--- src/rtl/riscv_defs.sv ---
// Shared definitions for the retire monitor: opcode constants for the
// OUTPUT_PORT selection, default halt-sequence words, halt FSM encoding and
// the result-select helper used by the top level.
package riscv_defs;

    localparam logic [6:0]  OPC_STORE      = 7'b0100011;
    localparam logic [6:0]  OPC_BRANCH     = 7'b1100011;

    // addi x1,x0,12 followed by jalr x0,0(x1) ends a test program.
    localparam logic [31:0] HALT_INST0_DEF = 32'h00c00093;
    localparam logic [31:0] HALT_INST1_DEF = 32'h00008067;

    typedef enum logic [1:0] {
        IDLE   = 2'd0,
        SEEN0  = 2'd1,
        HALTED = 2'd2
    } halt_state_e;

    // Value reported for a retiring instruction: stores expose their data
    // address, branches their outcome, everything else its write-back data.
    function automatic logic [31:0] sel_result(
        input logic [31:0] inst,
        input logic [31:0] wd,
        input logic [31:0] addr,
        input logic        taken
    );
        logic [31:0] res;
        case (inst[6:0])
            OPC_STORE:  res = addr;
            OPC_BRANCH: res = {31'b0, taken};
            default:    res = wd;
        endcase
        return res;
    endfunction

endpackage

--- src/rtl/riscv_halt_detect.sv ---
// Halt-sequence detector. Watches accepted retires for HALT_INST0 followed
// directly by HALT_INST1 and then latches halted until reset.
// Ports:
//   CLK    in   clock, rising edge
//   RSTn   in   synchronous reset, active-low
//   en     in   a retire is accepted this cycle
//   inst   in   retiring instruction word
//   halted out  sticky halt flag (registered)
module riscv_halt_detect
    import riscv_defs::*;
#(
    parameter logic [31:0] HALT_INST0 = HALT_INST0_DEF,
    parameter logic [31:0] HALT_INST1 = HALT_INST1_DEF
) (
    input  logic        CLK,
    input  logic        RSTn,
    input  logic        en,
    input  logic [31:0] inst,
    output logic        halted
);

    halt_state_e state;

    always_ff @(posedge CLK) begin
        if (!RSTn) begin
            state  <= IDLE;
            halted <= 1'b0;
        end else if (en) begin
            case (state)
                IDLE: begin
                    if (inst == HALT_INST0)
                        state <= SEEN0;
                end
                SEEN0: begin
                    if (inst == HALT_INST1) begin
                        state  <= HALTED;
                        halted <= 1'b1;
                    end else if (inst != HALT_INST0) begin
                        // A repeated first word keeps us armed; anything else disarms.
                        state <= IDLE;
                    end
                end
                HALTED: begin
                    state  <= HALTED;
                    halted <= 1'b1;
                end
                default: begin
                    state  <= IDLE;
                    halted <= 1'b0;
                end
            endcase
        end
    end

endmodule

--- src/rtl/riscv_retire_monitor.sv ---
// Observation-interface producer inside RISCV_TOP. Counts retired
// instructions, registers a per-instruction result on OUTPUT_PORT and raises
// a sticky HALT once the halt sequence has retired.
// Ports:
//   CLK         in   clock, rising edge
//   RSTn        in   synchronous reset, active-low
//   RET_VALID   in   one-cycle pulse per retiring instruction
//   RET_INST    in   retiring instruction word
//   RET_WD      in   write-back data
//   RET_ADDR    in   effective data address (stores)
//   RET_TAKEN   in   branch outcome (branches)
//   NUM_INST    out  retired-instruction count, wraps silently
//   OUTPUT_PORT out  result value of the last accepted retire
//   HALT        out  sticky halt flag
module riscv_retire_monitor
    import riscv_defs::*;
#(
    parameter int          CNT_WIDTH  = 32,
    parameter logic [31:0] HALT_INST0 = HALT_INST0_DEF,
    parameter logic [31:0] HALT_INST1 = HALT_INST1_DEF
) (
    input  logic                 CLK,
    input  logic                 RSTn,
    input  logic                 RET_VALID,
    input  logic [31:0]          RET_INST,
    input  logic [31:0]          RET_WD,
    input  logic [31:0]          RET_ADDR,
    input  logic                 RET_TAKEN,
    output logic [CNT_WIDTH-1:0] NUM_INST,
    output logic [31:0]          OUTPUT_PORT,
    output logic                 HALT
);

    logic accept;
    logic halted;

    // Once halted, the whole observation interface freezes.
    assign accept = RET_VALID && !halted;
    assign HALT   = halted;

    riscv_halt_detect #(
        .HALT_INST0 (HALT_INST0),
        .HALT_INST1 (HALT_INST1)
    ) u_halt_detect (
        .CLK    (CLK),
        .RSTn   (RSTn),
        .en     (accept),
        .inst   (RET_INST),
        .halted (halted)
    );

    always_ff @(posedge CLK) begin
        if (!RSTn) begin
            NUM_INST    <= '0;
            OUTPUT_PORT <= '0;
        end else if (accept) begin
            NUM_INST    <= NUM_INST + CNT_WIDTH'(1);
            OUTPUT_PORT <= sel_result(RET_INST, RET_WD, RET_ADDR, RET_TAKEN);
        end
    end

endmodule
--- config.mk ---
export PLATFORM = sky130hd
export DESIGN_NAME = riscv_retire_monitor
export DESIGN_NICKNAME = d
export VERILOG_FILES = /design/src/rtl/riscv_defs.sv /design/src/rtl/riscv_halt_detect.sv /design/src/rtl/riscv_retire_monitor.sv
export SDC_FILE = /design/constraint.sdc
export NUM_CORES = 1
export LEC_CHECK = 0
export CORE_UTILIZATION = 41
export DETAILED_ROUTE_END_ITERATION = 6
export HOLD_SLACK_MARGIN = 0.02
export PLACE_DENSITY = 0.85
export SYNTH_ARGS = -nofsm -noshare
export SYNTH_HDL_FRONTEND = slang
export SYNTH_HIERARCHICAL = 1
export SYNTH_SLANG_ARGS = --single-unit
--- constraint.sdc ---
create_clock -name CLK -period 2.5 [get_ports CLK]
set_input_delay 0.75 -clock CLK [delete_from_list [all_inputs] [get_ports CLK]]
set_output_delay 0.75 -clock CLK [all_outputs]
set_load 0.02 [all_outputs]
# [Word-level counts from Yosys, hierarchy flattened]
# Cells that the tools add are included.
# W data, S select, Z words.
[word_totals] regBits=67 in_bits=100 output_inout_bits=65
[op_classes] add_sub_neg=1 n_eq_ne=10 muxes=7 bitwise=1 reduce_logical=5
[op_table] operator="$pmux W32 S2" count=1
[op_table] operator="$add A32 B1 Y32 const B" count=1
[op_table] operator="$eq A32 B16 Y1 const B" count=1
[op_table] operator="$eq A32 B24 Y1 const B" count=1
[op_table] operator="$ne A32 B24 Y1 const B" count=1
[op_table] operator="$eq A7 B6 Y1 const B" count=1
[op_table] operator="$eq A7 B7 Y1 const B" count=1
[op_table] operator="$mux W2" count=3
[op_table] operator="$pmux W2 S3" count=1
[op_table] operator="$reduce_and A3 Y1" count=2
[op_table] operator="$ne A2 B1 Y1 const B" count=2
[op_table] operator="$ne A3 B1 Y1 const B" count=1
[op_table] operator="$pmux W1 S3" count=1
[op_table] operator="$eq A2 B1 Y1 const B" count=1
[op_table] operator="$eq A2 B2 Y1 const B" count=1
[op_table] operator="$logic_not A2 Y1" count=1
[op_table] operator="$logic_and A1 B1 Y1" count=1
[op_table] operator="$logic_not A1 Y1" count=1
[op_table] operator="$mux W1" count=1
[op_table] operator="$not A1 Y1" count=1

# [Longest topological paths before layout]
# Gate-level depths: netlist (run 1).
[logic_depth] ltp_word=4 depth_mapped=8 ltp_nobuf=6

# [Cells and area by module]
# The synthesis (run 1) kept the hierarchy.
[by_module_without_submodules] module="riscv_retire_monitor" instances=1 cells_each=366 area_per_inst_um2=3151.8 seq_area_each_um2=1281.2
[by_module_without_submodules] module="riscv_halt_detect" instances=1 cells_each=41 area_per_inst_um2=339.1 seq_area_each_um2=60.1

# [Worst setup path after synthesis (run 1)]
# Ideal clock, no wire load.
[synth_path] path_kind="input to register" from="in RET_VALID" to="reg u_halt_detect.state[0]" setup_ns=0.095 arrival_time_ns=2.160 required_time_ns=2.405 slack_ns=0.245 path_stages=7 path_buffers=2 cell_sequence="nand2b_1 -> inv_1 -> clkbuf_1 -> buf_1 -> nor2b_1 -> mux2i_1 -> a221oi_1"
[synth_between] elab_chain_len=2
[synth_lines] item="from (decl)" line_no="riscv_retire_monitor.sv:24" text="input logic RET_VALID,"
[synth_lines] item="$logic_and A1 B1 Y1" line_no="riscv_retire_monitor.sv:38" text="assign accept = RET_VALID && !halted;"
[synth_lines] item="via accept" line_no="riscv_retire_monitor.sv:34" text="logic accept;"
[synth_lines] item="$reduce_and A3 Y1 (no line)"
[synth_lines] item="to (signal assigned)" line_no="riscv_halt_detect.sv:40" text="state <= IDLE;"
[synth_lines] item="to (signal assigned)" line_no="riscv_halt_detect.sv:44" text="state <= HALTED;"
[synth_lines] item="to (signal assigned)" line_no="riscv_halt_detect.sv:48" text="state <= IDLE;"
[synth_lines] item="to (decl)" line_no="riscv_halt_detect.sv:22" text="halt_state_e state;"
# The timed path passes the listed nets, and every way through them passes these cells.
# A chain may end at the register's enable or synchronous reset.

# [Final worst setup path (run 1)]
[layout_path] from="in RET_INST[9]" to="reg u_halt_detect.state[0]"
[layout_between] elab_chain_len=3 word_cells_on_any_way=8 classes_between="eq/ne (5); mux (2); reduce/logical (1)"
[layout_lines] item="from (decl)" line_no="riscv_retire_monitor.sv:25" text="input logic [31:0] RET_INST,"
[layout_lines] item="$ne A32 B24 Y1, or another cell as far along" line_no="riscv_halt_detect.sv:38" text="end else if (inst != HALT_INST0) begin"
[layout_lines] item="$ne A3 B1 Y1 (no line), or another cell as far along"
[layout_lines] item="$reduce_and A3 Y1 (no line) / $pmux W2 S3 (equally long branches)"
[layout_lines] item="to (signal assigned)" line_no="riscv_halt_detect.sv:36" text="state <= HALTED;"
[layout_lines] item="to (signal assigned)" line_no="riscv_halt_detect.sv:40"
[layout_lines] item="to (signal assigned)" line_no="riscv_halt_detect.sv:44"
# Parallel ways exist; a longest one is shown, timed or not.

==> results of run 1 <==
-- stage by stage --
stage | total power (uW) | cells
2_1_floorplan | 1310 | 407
3_3_place_gp | 1590 | 660
3_5_place_dp | 1600 | 660
4_1_cts | 2800 | 676
5_1_grt | 2890 | 676
6_report | 2780 | 676
-- worst paths after layout --
check | from | to | slack [ps] | depth (start not counted)
worst max register to register | NUM_INST[3] | NUM_INST[30] | 520 | 4
worst min register to register | NUM_INST[1] | NUM_INST[1] | 490 | 2
worst max-delay path | RET_INST[9] | u_halt_detect/state[0] | 210 | 5
worst min-delay path | NUM_INST[1] | NUM_INST[1] | 490 | 2
-- cells by family (layout without fill, tap and decap cells) --
| kind of cell | after synthesis | after routing |
|---|---|---|
| buf+inv | 40 | 204 |
| mux | 8 | 8 |
| flops | 67 | 67 |
| compound gates | 73 | 73 |
| xor+xnor | 10 | 10 |
| fa+ha+maj | 3 | 3 |
| simple gates | 206 | 206 |
-- final cells by class --
class | count | share of cell area [%]
clock buffers | 10 | 2.30
inverters | 10 | 0.678
flip-flops and latches | 67 | 24.2
multi-input cells | 300 | 35.8
repair buffers | 178 | 32.2
well taps | 105 | 2.37
clock inverters | 6 | 2.46
-- power groups by stage --
stage | Combinational, uW | Clock (uW) | Sequential (uW)
after floorplan | 111 | 0 | 1200
after global placement | 436 | 0 | 1150
after detailed placement | 443 | 0 | 1160
after CTS | 444 | 1230 | 1130
after global routing | 474 | 1280 | 1140
final | 442 | 1200 | 1130
-- cell usage in the layout, fill, tap and decap left out, types with 4 or more instances in the layout --
master / count
and2_1: 4
clkdlybuf4s50_1: 164
or4_1: 12
inv_1: 8
xor2_1: 7
buf_4: 11
nand2b_1: 38
nand4_1: 10
dfxtp_1: 67
nor4_1: 9
and4_1: 5
nand3b_1: 31
o21ai_0: 4
nor2_1: 45
mux2i_1: 8
or3_1: 4
a21oi_1: 18
o31ai_1: 12
a311oi_1: 31
bufinv_16: 4
nand2_1: 23
clkbuf_8: 9
nand3_1: 9
-- flip-flops by register name, indices dropped and copies added, names as in the netlist --
register,flops
NUM_INST,32
OUTPUT_PORT,32
u_halt_detect/state,2
u_halt_detect/halted,1
-- worst min-delay path, delay by kind of cell (launching register included) --
kind               cells  cell delay (ps)
AOI/OAI and AO/OA      1               50
DFF                    1              340
and+or+nand+nor        1               60
-- routing by layer --
layer | vias up | global-route usage, % | wire [um]
li1 | 1817 | - | -
met1 | 1719 | 26.3 | 4150
met2 | 159 | 40.9 | 4950
met3 | 11 | 8.98 | 935
met4 | 0 | 10.0 | 162
met5 | - | 0 | 0
==> metrics.md, run 1 <==
| Metric | Value |
|---|---|
| Status | complete, no violations |
| Hold Path Class | reg -> reg |
| Setup_tns | 0 ps |
| Wirelength, routed | 10.2 mm |
| I/O pins | between 150 and 200 |
| Worst path max stage delay | ~570 ps |
| NumNets Final | roughly 670 |
| Max FO, Critical Path | 5 |
| Net Count, Synth | just over 500 |
| Combinational Power Share | approximately 16% |
| TritonRoute pass-1 iters | 6 |
| Register area share after synthesis | around 38% |
| Post-DP HPWL | 7.61 mm |
| RSZ-0062 raised after global routing | no |
| Die area | between 8000 and 9000 sq um |
| DIE WIDTH | between 90 and 100 um |
| Placed Area | 5280 sq um |
| Worst Setup Path Type | in -> reg |
| FF+latch count, synth | 67 |
| WP data arrival | between 2000 and 3000 ps |
| Worst-Skew Late Latency | between 300 and 400 ps |
| Family with the most delay on the worst path | simple AND/OR/NAND/NOR gates |
| Cell taking the most area after synthesis | dfxtp_1 |
| Async SR Flop Fraction | 0% |
| Inserted Clock Buffers | 9 |
| Main combinational cell family by area after synthesis | simple AND/OR/NAND/NOR gates |
| Worst-path clk slew | ~70 ps |
| Crit end category | register |
| XOR/XNOR Fraction of Synth Area | under 10% |
| PostCTS Resize Cnt | 0 |
| Peak VDD IR | approximately 270 uV |
| Area share of the largest cell type after synthesis | around two fifths |
| Num rows | 33 |
| Initial Util | 42.5% |
| Cts hold-fix bufs | 0 |
| Average routed wire per standard cell | around 15 um |
| Slew Viols, Final | 0 |
| Synth Cell Area | 3490 sq um |
| Layout cells sized above 1 | about 6.7% |
| Switching portion of total power | 23.0% |
| Dpl ws | -111 ps |
| Area Growth Syn to Fin | 58.7% |
| CTS tree | yes |
| Post-synthesis instance total | ~410 |
| CP required | ~2700 ps |
| Initial antenna violation count | 0 |
| Core footprint | 8220 sq um |
| Tightest Pin Transition | roughly 360 ps |
| Post-synthesis adder-cell area fraction | approximately 1.1% |
| Clock share of power | a little over two fifths |
| Register area | 1340 sq um |
| Internal power | about 2100 uW |
| Total GRT Usage | 23.9% |
| P_leak | roughly 0.0019 uW |
| Post-synth top cells | dfxtp_1 (67), nor2_1 (45), nand2b_1 (38) |
| Worst Path Buf+Inv | 1 |
| Pwr dens | between 500 and 600 nW/um^2 |
| Max clock buf depth | 2 |
| Max Fclk | about 440 MHz |
| Seq pwr share | 40.8% |
| YS warnings | 6 |
| Filler Cell Count | ~640 |
| CTS H-tree lvls | 3 |
| Max Cap Viol | 0 |
| CP startpoint kind | input port |
| Setup bufs post-CTS | 0 |
| Final-report setup violation count | 0 |
| Via count | approximately 3.7k |
| Grt ovf | 0 |
| Buffers on Ports | between 150 and 200 |
| Clock Skew | 7.88 ps |
| Post-synthesis mux area share | between 2 and 2.5% |
| Synthesized area per cell | between 8 and 9 sq um |
| Count leader, synth | dfxtp_1 |
| Largest net degree at the start of global routing | 63 |
| Multi-input gate area | ~2000 sq um |
| Complex-gate fraction of the synthesized area | approximately 16% |
| First-pass GRT wire length | between 15 and 20 mm |
| Final Cycle Share | about nine tenths |
| Minimum clock period | between 2000 and 2500 ps |
| Final hold slack | around 490 ps |
| Sink Count | 67 |
| Fin util | between 60% and 70% |
| First DRT Iteration DRCs | about 140 |
| Worst slew margin | around three quarters |
| Slowest cell on the critical path | or4_1 |
| Setup ws final | approximately 210 ps |
| Number of global-route vias before repair | ~3.6k |
| Die height | between 90 and 100 um |
| Post-synth EDFFs | 0 |
| CP Cell Sequence | clkdlybuf4s50_1, and4bb_2, nand4_1, or4_1, a221oi_1 |
| Root Driver | clkbuf_8 |
| Drt via density | around 5.5 |
| DRC | 0 |
| Dominant synthesized flop cell | dfxtp_1 |
| Synth Area in Simple Gates | between 30% and 40% |
| RD Place Congestion | between 0.8 and 0.9 |
| Count of cell types in the netlist | 42 |
| Sw power | between 600 and 700 uW |
| Final Hold Vio Count | 0 |
| N_diodes | 0 |
| Synth area leaders | dfxtp_1 (38%), a311oi_1 (7.8%), nand2b_1 (6.8%) |
| Design area | approximately 5500 sq um |
| ANT nets after route | 0 |
(Power assumes the default switching activity.)
==> run 2, diff against run 1 <==
CORE_MARGIN = 2   (was not set)
==> run 2 against run 1 <==
Against the previous run:
- setup slack got worse by 33 ps
- core utilization increased by 0.12 points
- maximum frequency decreased by 1.4%
- sequential share of layout area about the same
- global-route usage decreased by 0.97 points
- register-to-register slack about the same
- wire length increased by 0.38%
- clock power about the same
- worst hold slack improved by 5.9 ps
- critical path type unchanged
- largest power group unchanged
- highest routed layer unchanged
==> metrics.md, run 2 (synthesis results as in run 1) <==
| Metric | Value |
|---|---|
| Status | complete, no violations (unchanged) |
| Average routed wire per standard cell | 15.1 um (about the same) |
| TritonRoute pass-1 iters | 4 (was 6) |
| Setup bufs post-CTS | 0 (unchanged) |
| Die area | 9270 sq um (was 8890 sq um) |
| Crit end category | register (unchanged) |
| Layout cells sized above 1 | 7.14% (was 6.65%) |
| Number of global-route vias before repair | 3683 (was 3632) |
| First DRT Iteration DRCs | 132 (was 135) |
| Drt via density | 5.39 (was 5.48) |
| Worst-path clk slew | 70 ps (about the same) |
| Buffers on Ports | 164 (unchanged) |
| NumNets Final | 672 (was 669) |
| FF-to-FF Start | NUM_INST[3] (unchanged) |
| ANT nets after route | 0 (unchanged) |
| Hold endpoint | NUM_INST[1] (unchanged) |
| Filler Cell Count | 664 (was 636) |
| Largest registers | NUM_INST (32), OUTPUT_PORT (32), u_halt_detect/state (2) (unchanged) |
| Root Driver | clkbuf_8 (unchanged) |
| Final Cycle Share | 93.0% (was 91.7%) |
| P_leak | 0.00191 uW (about the same) |
| Final Hold Vio Count | 0 (unchanged) |
| Grt ovf | 0 (unchanged) |
| RSZ-0062 raised after global routing | no (unchanged) |
| Wirelength, routed | 10.2 mm (about the same) |
| Inserted Clock Buffers | 9 (unchanged) |
| Reg2reg path depth | 4 (unchanged) |
| Sink Count | 67 (unchanged) |
| Reg2reg setup slack | 530 ps (was 520 ps) |
| DRC | 0 (unchanged) |
| Core footprint | 8220 sq um (unchanged) |
| Largest net degree at the start of global routing | 63 (unchanged) |
| DIE WIDTH | 96.3 um (was 94.3 um) |
| Tightest Pin Transition | 405 ps (was 360 ps) |
| Hold Path Class | reg -> reg (unchanged) |
| Initial Util | 42.5% (unchanged) |
| Minimum clock period | 2330 ps (was 2290 ps) |
| WP data arrival | 2600 ps (was 2530 ps) |
| CP required | 2770 ps (was 2740 ps) |
| Clock Skew | 10.2 ps (was 7.88 ps) |
| Max clock buf depth | 2 (unchanged) |
| Reg-to-Reg End | NUM_INST[30] (unchanged) |
| Max Cap Viol | 0 (unchanged) |
| Most frequent cells in the layout | clkdlybuf4s50_1 (164), dfxtp_1 (67), nor2_1 (45), nand2b_1 (38) (unchanged) |
| N_diodes | 0 (unchanged) |
| Hold Crit Depth | 2 (unchanged) |
| Commonest non-fill, non-tap cell in the layout | clkdlybuf4s50_1 (unchanged) |
| Initial antenna violation count | 0 (unchanged) |
| Slew Viols, Final | 0 (unchanged) |
| Num rows | 33 (unchanged) |
| RD Place Congestion | 0.817 (was 0.819) |
| Final-report setup violation count | 0 (unchanged) |
| Post-DP HPWL | 7.72 mm (was 7.61 mm) |
| CP startpoint kind | input port (unchanged) |
| Pwr dens | 498 nW/um^2 (was 501 nW/um^2) |
| Die height | 96.3 um (was 94.3 um) |
| Cts hold-fix bufs | 0 (unchanged) |
| Worst slew margin | 73.0% (was 75.7%) |
| Worst hold start | NUM_INST[1] (unchanged) |
| PostCTS Resize Cnt | 0 (unchanged) |
| Area Growth Syn to Fin | 59.0% (was 58.7%) |
| CTS tree | yes (unchanged) |
| Total GRT Usage | 22.9% (was 23.9%) |
| CTS H-tree lvls | 3 (unchanged) |
| Peak VDD IR | 285 uV (was 273 uV) |
| Worst-Skew Late Latency | 330 ps (was 340 ps) |
| Fin util | 67.5% (was 67.4%) |
| Worst Setup Path Type | in -> reg (unchanged) |
| Power, Total | 2760 uW (was 2780 uW) |
| Max FO, Critical Path | 5 (unchanged) |
| Max Fclk | 430 MHz (was 436 MHz) |
| I/O pins | 165 (unchanged) |
| Via count | 3659 (was 3706) |
| First-pass GRT wire length | 16.9 mm (was 16.7 mm) |
## run 2: power breakdown
group / switching (uW) / internal, uW
Sequential: 23.9 / 1110
Clock: 428 / 762
Combinational: 178 / 264
## run 2: routing by layer
layer	up-vias	share of wire, %	global-route usage [%]
li1	1825	-	-
met3	16	9.9	9.32
met5	-	0	0
met4	0	1.4	7.26
met2	127	49	39.2
met1	1691	40	25.9
## run 2: worst max-delay path by stage
stage,from,to,slack (ps),cells after the start
after global placement,RET_INST[18],u_halt_detect/state[1],-90,6
after floorplan,RET_VALID,u_halt_detect/state[0],240,7
final,RET_INST[19],u_halt_detect/state[1],170,6
after detailed placement,RET_INST[18],u_halt_detect/state[1],-150,6
after CTS,RET_INST[18],u_halt_detect/state[1],210,6
after global routing,RET_INST[19],u_halt_detect/state[0],60,6
## run 2: cell type report
cell class	count	area, sq um	area share, %
multi-input cells	300	1980	35.7
clock inverters	7	140	2.52
clock buffers	9	124	2.23
inverters	10	37.5	0.676
well taps	105	131	2.37
flip-flops and latches	67	1340	24.2
repair buffers	181	1790	32.3
## run 2: worst max-delay path, cell delays in order
cell and delay (ps):
clkdlybuf4s50_1 400, nor4_1 300, nand4_1 260, o311a_1 430, a2111o_1 400, o21ai_2 50
## run 2: through the flow
stage	TNS, ps	cells	instance area (sq um)	hold slack, ps	setup slack [ps]
4_1_cts	0	679	5550	503	209
2_1_floorplan	0	407	3490	505	245
6_report	0	679	5550	497	174
5_1_grt	0	679	5550	517	61.0
3_3_place_gp	-154	663	5290	470	-92.9
3_5_place_dp	-234	663	5290	491	-145
